<file path="src/rtl/instruction_fetch.sv">
// Instruction fetch stage: PC register, synchronous imem request, IF/ID register, one-entry skid buffer.
// Optional IF_PERF_CNT_EN adds saturating stall-cycle and flush counters.
module instruction_fetch #(
   parameter logic [31:0] RESET_PC = 32'h0000_0000
) (
   input  logic        i_clk,
   input  logic        i_reset_n,
   input  logic        i_stall,
   input  logic        i_redirect,
   input  logic [31:0] i_redirect_pc,
   output logic        o_imem_req,
   output logic [31:0] o_imem_addr,
   input  logic [31:0] i_imem_rdata,
   output logic [31:0] o_instruction,
   output logic [31:0] o_pc_plus4,
   output logic        o_valid
`ifdef IF_PERF_CNT_EN
   ,
   output logic [31:0] o_stall_cycles,
   output logic [15:0] o_flush_count
`endif
);

   logic [31:0] pc_reg, pc_next;
   logic        run_reg;
   logic        pending_reg, pending_next;
   logic [31:0] pending_pc4_reg, pending_pc4_next;
   logic        skid_valid_reg, skid_valid_next;
   logic [31:0] skid_instr_reg, skid_instr_next;
   logic [31:0] skid_pc4_reg, skid_pc4_next;
   logic [31:0] instr_reg, instr_next;
   logic [31:0] pc4_reg, pc4_next;
   logic        valid_reg, valid_next;
   logic        req;
   logic [31:0] pc_plus4;

   assign pc_plus4 = pc_reg + 32'd4;

   always_comb begin
      req              = run_reg & ~i_stall & ~i_redirect;
      pc_next          = pc_reg;
      pending_next     = req;
      pending_pc4_next = pending_pc4_reg;
      skid_valid_next  = skid_valid_reg;
      skid_instr_next  = skid_instr_reg;
      skid_pc4_next    = skid_pc4_reg;
      instr_next       = instr_reg;
      pc4_next         = pc4_reg;
      valid_next       = valid_reg;

      if (i_redirect) begin
         pc_next = {i_redirect_pc[31:2], 2'b00};
      end else if (req) begin
         pc_next          = pc_plus4;
         pending_pc4_next = pc_plus4;
      end

      // IF/ID load priority: redirect, stall, skid, pending response, bubble
      if (i_redirect) begin
         skid_valid_next = 1'b0;
         valid_next      = 1'b0;
         instr_next      = 32'd0;
      end else if (i_stall) begin
         if (pending_reg) begin
            skid_valid_next = 1'b1;
            skid_instr_next = i_imem_rdata;
            skid_pc4_next   = pending_pc4_reg;
         end
      end else if (skid_valid_reg) begin
         instr_next      = skid_instr_reg;
         pc4_next        = skid_pc4_reg;
         valid_next      = 1'b1;
         skid_valid_next = 1'b0;
      end else if (pending_reg) begin
         instr_next = i_imem_rdata;
         pc4_next   = pending_pc4_reg;
         valid_next = 1'b1;
      end else begin
         valid_next = 1'b0;
      end
   end

   always_ff @(posedge i_clk or negedge i_reset_n) begin
      if (!i_reset_n) begin
         pc_reg          <= RESET_PC;
         run_reg         <= 1'b0;
         pending_reg     <= 1'b0;
         pending_pc4_reg <= 32'd0;
         skid_valid_reg  <= 1'b0;
         skid_instr_reg  <= 32'd0;
         skid_pc4_reg    <= 32'd0;
         instr_reg       <= 32'd0;
         pc4_reg         <= 32'd0;
         valid_reg       <= 1'b0;
      end else begin
         pc_reg          <= pc_next;
         run_reg         <= 1'b1;
         pending_reg     <= pending_next;
         pending_pc4_reg <= pending_pc4_next;
         skid_valid_reg  <= skid_valid_next;
         skid_instr_reg  <= skid_instr_next;
         skid_pc4_reg    <= skid_pc4_next;
         instr_reg       <= instr_next;
         pc4_reg         <= pc4_next;
         valid_reg       <= valid_next;
      end
   end

   assign o_imem_req    = req;
   assign o_imem_addr   = pc_reg;
   assign o_instruction = instr_reg;
   assign o_pc_plus4    = pc4_reg;
   assign o_valid       = valid_reg;

`ifdef IF_PERF_CNT_EN
   logic [31:0] stall_cnt_reg;
   logic [15:0] flush_cnt_reg;

   always_ff @(posedge i_clk or negedge i_reset_n) begin
      if (!i_reset_n) begin
         stall_cnt_reg <= 32'd0;
         flush_cnt_reg <= 16'd0;
      end else begin
         if (run_reg && i_stall && !i_redirect && !(&stall_cnt_reg))
            stall_cnt_reg <= stall_cnt_reg + 32'd1;
         if (i_redirect && !(&flush_cnt_reg))
            flush_cnt_reg <= flush_cnt_reg + 16'd1;
      end
   end

   assign o_stall_cycles = stall_cnt_reg;
   assign o_flush_count  = flush_cnt_reg;
`endif

endmodule

</file>
<file path="config.mk">
export PLATFORM = sky130hd
export DESIGN_NAME = instruction_fetch
export DESIGN_NICKNAME = d
export VERILOG_FILES = /design/src/rtl/instruction_fetch.sv
export SDC_FILE = /design/constraint.sdc
export NUM_CORES = 1
export LEC_CHECK = 0
export ABC_AREA = 1
export CAP_MARGIN = 40
export CORE_MARGIN = 2
export CORE_UTILIZATION = 45
export DETAILED_ROUTE_END_ITERATION = 16
export PLACE_DENSITY_LB_ADDON = 0.12
export SLEW_MARGIN = 40
export SYNTH_ARGS = -nofsm -noshare
export SYNTH_HDL_FRONTEND = slang
export SYNTH_SLANG_ARGS = --single-unit
</file>
<file path="constraint.sdc">
create_clock -name i_clk -period 2.27 [get_ports i_clk]
set_clock_uncertainty 0.15 [all_clocks]
set_input_delay 0.681 -clock i_clk [delete_from_list [all_inputs] [get_ports i_clk]]
set_output_delay 0.681 -clock i_clk [all_outputs]
set_load 0.1 [all_outputs]
</file>
==> results.md, run 1 <==
- For this block, the via count after detailed routing is ~6800.
- In the routed design, unresolved DRC markers number 0.
- The clock tree from TritonCTS is yes.
- The final wirelength is about 20000 um.
- After legalization and detailed placement, the total HPWL measured roughly 15000 um.
- The gate family responsible for the most delay along the worst path is buffers and inverters.
- Of all cell types, the one taking the most synthesized area is dfrtp_1.
- The die area is approximately 20000 um^2.
- For the finished layout, the period the worst path requires is about 2.2 ns.
- The number of nets with antenna violations after detailed routing is 0.
- The Yosys step of the flow raised 0 warnings.
- For the worst-skew pair, the clock arrives at the later sink with an insertion delay of around 0.42 ns.
- The initial antenna violation count is 0.
- The depth of the most critical reg-to-reg path is 7.
- The starting density of the core is 0.458.
- The library cell used most frequently in the layout, excluding fill and tap cells, is nand2_1.
- Walking the worst path, the cells encountered are clkdlybuf4s15_1 > inv_2 > nand2_2 > nor2_4 > buf_12.
- Before antenna repair, the detailed router went through 5 iterations.
- After synthesis, the share of flip-flops with an asynchronous set or reset is 1.00.
- For this run, the total global-route usage over all layers was measured as 0.212.
- After detailed routing, the number of vias per cell comes to just under 5.
- The count of maximum capacitance violations is 0.
- The required time of the critical path is between 1 and 1.5 ns.
- The routability-driven placement congestion ratio is between 0.9 and 1.
- The total global routing overflow is 0.
- The type of element launching the critical path is an input port.
- The CTS buffer count is 17.
- Yosys mapped a number of flops with a built-in enable equal to 0.
- The library cells used most frequently in the layout, excluding fill and tap cells, are 274 x nand2_1, 186 x dfrtp_1, 128 x o21ai_0.
- Sorting the synthesized cells by area gives the leading types as dfrtp_1 55%, nand2_1 12%, o21ai_0 7.5%, nand3_1 4.8%, inv_1 3.3%.
- From left edge to right edge, the die measures around 140 um.
- After synthesis, the netlist uses 30 different library cells.
- The worst reg2reg path startpoint is o_imem_addr[15].
- The relative area change from synthesis to final layout is 41.1%.
- The number of buffer cells added on primary ports is ~160.
- The vertical die dimension is between 100 and 150 um.
- Entering global routing, the biggest net connects ~60 pins.
- The element type at the critical path end is an output port.
- The routed wire length per instance is about 15 um.
- The worst register-to-register path ends at pending_pc4_reg[16].
- Timing would allow up to between 400 and 500 MHz.
- The row count is 50.
- Setup violations remaining at the end of the flow were counted as 0.
- The final number of max-transition violations is 0.
- The region available for standard cell placement spans around 19000 um^2.
- Together, buffers and inverters on the worst path number 3.
- The slowest stage of the critical path is the buf_12 cell.
- The worst hold-check slack is between 0.04 and 0.05 ns.
- The number of antenna diodes is 0.
- The post-route setup TNS is 0 ns.
- The detailed router's first-iteration violation count is 333.
- The worst setup path is of the in -> out kind.
- The worst-case IR drop observed on VDD is roughly 0.00059 V.
- A synthesized cell averages ~8.8 um^2.
- The run finished with clean final reports.
- Setup repair after global routing left no endpoint under its margin.
- The post-synthesis sequential area ratio is 0.551.
- The post-cts hold buffer count is 0.
- The power per standard cell area is roughly 920 nW/um^2.
- The tree is rooted in a clkbuf_16.
- The clock-pin transition on the worst setup and hold timing paths is approximately 0.07 ns.
- Synthesis produced between 900 and 1000 cells.
- Data on the critical path arrives at its endpoint at around 1.4 ns.
- Of the post-synthesis cell area, the dominant cell type holds 0.551.
- The fraction of final layout cells sized beyond drive strength 1 is 0.179.
- The worst hold path belongs to the class in -> async.
- The H-tree generated during clock tree synthesis spans 4 levels.
- Of all nets on the critical path, the largest fanout is 2.
- The clock net sink count is 188.
- The total standard cell area after synthesis is between 8000 and 9000 um^2.
- The delay of the slowest critical-path stage is around 0.20 ns.
- The filler cells instantiated in the layout total around 1500.
- Once layout is complete, the utilization of the core stands at 0.646.
- The wire length of the first global-routing pass is 33600 um.
- The leakage power figure is 5.64 nW.
- The total of flip-flops plus latches after synthesis is about 190.
- The worst reg-to-reg setup slack is 0.37 ns.
- The final hold violation count came to 0.
- The clock tree buffer depth is 2.
- The main flop type after synthesis is dfrtp_1.
- Summing internal, switching and leakage power gives between 10 and 15 mW.
- The fraction of the cycle the final worst path needs is 0.978.
- The number of global-route vias before repair is 6515.
- Pin placement for this block handled about 170 I/O pins.
- The final net count is roughly 1200.
==> worst max-delay path by stage <==
stage	depth (start not counted)	end	from
finish	5	o_imem_req	i_stall
global route	5	o_imem_req	i_stall
CTS	5	o_imem_req	i_stall
detailed placement	5	o_imem_req	i_stall
global placement	5	o_imem_req	i_stall
floorplan	4	o_imem_req	i_redirect
==> Yosys cell counts, types with 2 or more instances <==
| master | number |
|---|---|
| clkbuf_1 | 20 |
| o21ai_1 | 40 |
| mux2_1 | 4 |
| nor2_4 | 6 |
| xnor2_1 | 4 |
| conb_1 | 2 |
| inv_1 | 76 |
| inv_2 | 5 |
| nand2_1 | 275 |
| mux2i_1 | 25 |
| o211ai_1 | 2 |
| mux2_2 | 21 |
| a21oi_1 | 2 |
| clkbuf_2 | 2 |
| nor2_1 | 34 |
| buf_6 | 5 |
| dfrtp_1 | 188 |
| buf_2 | 17 |
| nor2_2 | 2 |
| nand2_2 | 3 |
| buf_4 | 9 |
| o21bai_1 | 8 |
| o21ai_0 | 128 |
| nand3_1 | 82 |
==> logic make-up (layout without fill, tap and decap cells) <==
group,count (synthesis),after routing,synth area share
AND/OR/NAND/NOR,405,405,0.198
buffers and inverters,134,306,0.0701
multiplexers,50,50,0.0623
other,2,5,0.000880
AO/OA/AOI/OAI,182,182,0.111
flip-flops,188,188,0.551
XOR/XNOR,4,4,0.00411
adder cells (fa/ha/maj),1,1,0.00147
==> metal layers <==
metal  up-vias  global-route usage  part of all wire
met1      3189               0.312              0.48
met5         -                   0                 0
met4         0              0.0711             0.011
met2       172               0.323              0.46
met3        19              0.0327             0.043
li1       3460                   -                 -
==> cell type report <==
class | instances | area (um^2) | area share
Clock buffer | 19 | 443 | 0.0368
Multi-Input combinational cell | 647 | 3250 | 0.270
Inverter | 81 | 304 | 0.0253
Sequential cell | 188 | 4710 | 0.391
Tap cell | 234 | 293 | 0.0243
Timing Repair Buffer | 193 | 2900 | 0.241
Clock inverter | 13 | 140 | 0.0116
==> power breakdown <==
part | total, mW | switching [mW] | internal, mW
combinational | 3.75 | 2.39 | 1.36
sequential | 4.38 | 0.458 | 3.92
clock | 2.93 | 1.27 | 1.66
total | 11.1 | 4.12 | 6.94
==> repair_timing <==
item	CTS	global route
resized for setup	4	0
endpoints found under the setup margin	1	1
setup buffers	2	0
pin swaps	1	1
==> metrics by stage <==
| stage | worst slack [ns] | cell area (um^2) | cells |
|---|---|---|---|
| 4_1_cts | 0.0393 | 12000 | 1375 |
| 3_5_place_dp | -0.201 | 11400 | 1341 |
| 2_1_floorplan | -0.00141 | 8550 | 969 |
| 6_report | 0.0497 | 12000 | 1375 |
| 5_1_grt | 0.0168 | 12000 | 1375 |
| 3_3_place_gp | -0.195 | 11400 | 1341 |
No activity file was read; power rests on OpenSTA's default activity.
==> inputs of run 2 (changes only) <==
--- a/config.mk
+++ b/config.mk
@@ -9,6 +9,7 @@
 export CAP_MARGIN = 40
 export CORE_MARGIN = 2
 export CORE_UTILIZATION = 45
+export CTS_CLUSTER_DIAMETER = 50
 export DETAILED_ROUTE_END_ITERATION = 16
 export PLACE_DENSITY_LB_ADDON = 0.12
 export SLEW_MARGIN = 40
==> results of run 2 <==
Final layout, timing and power as in run 1 (identical DEF).
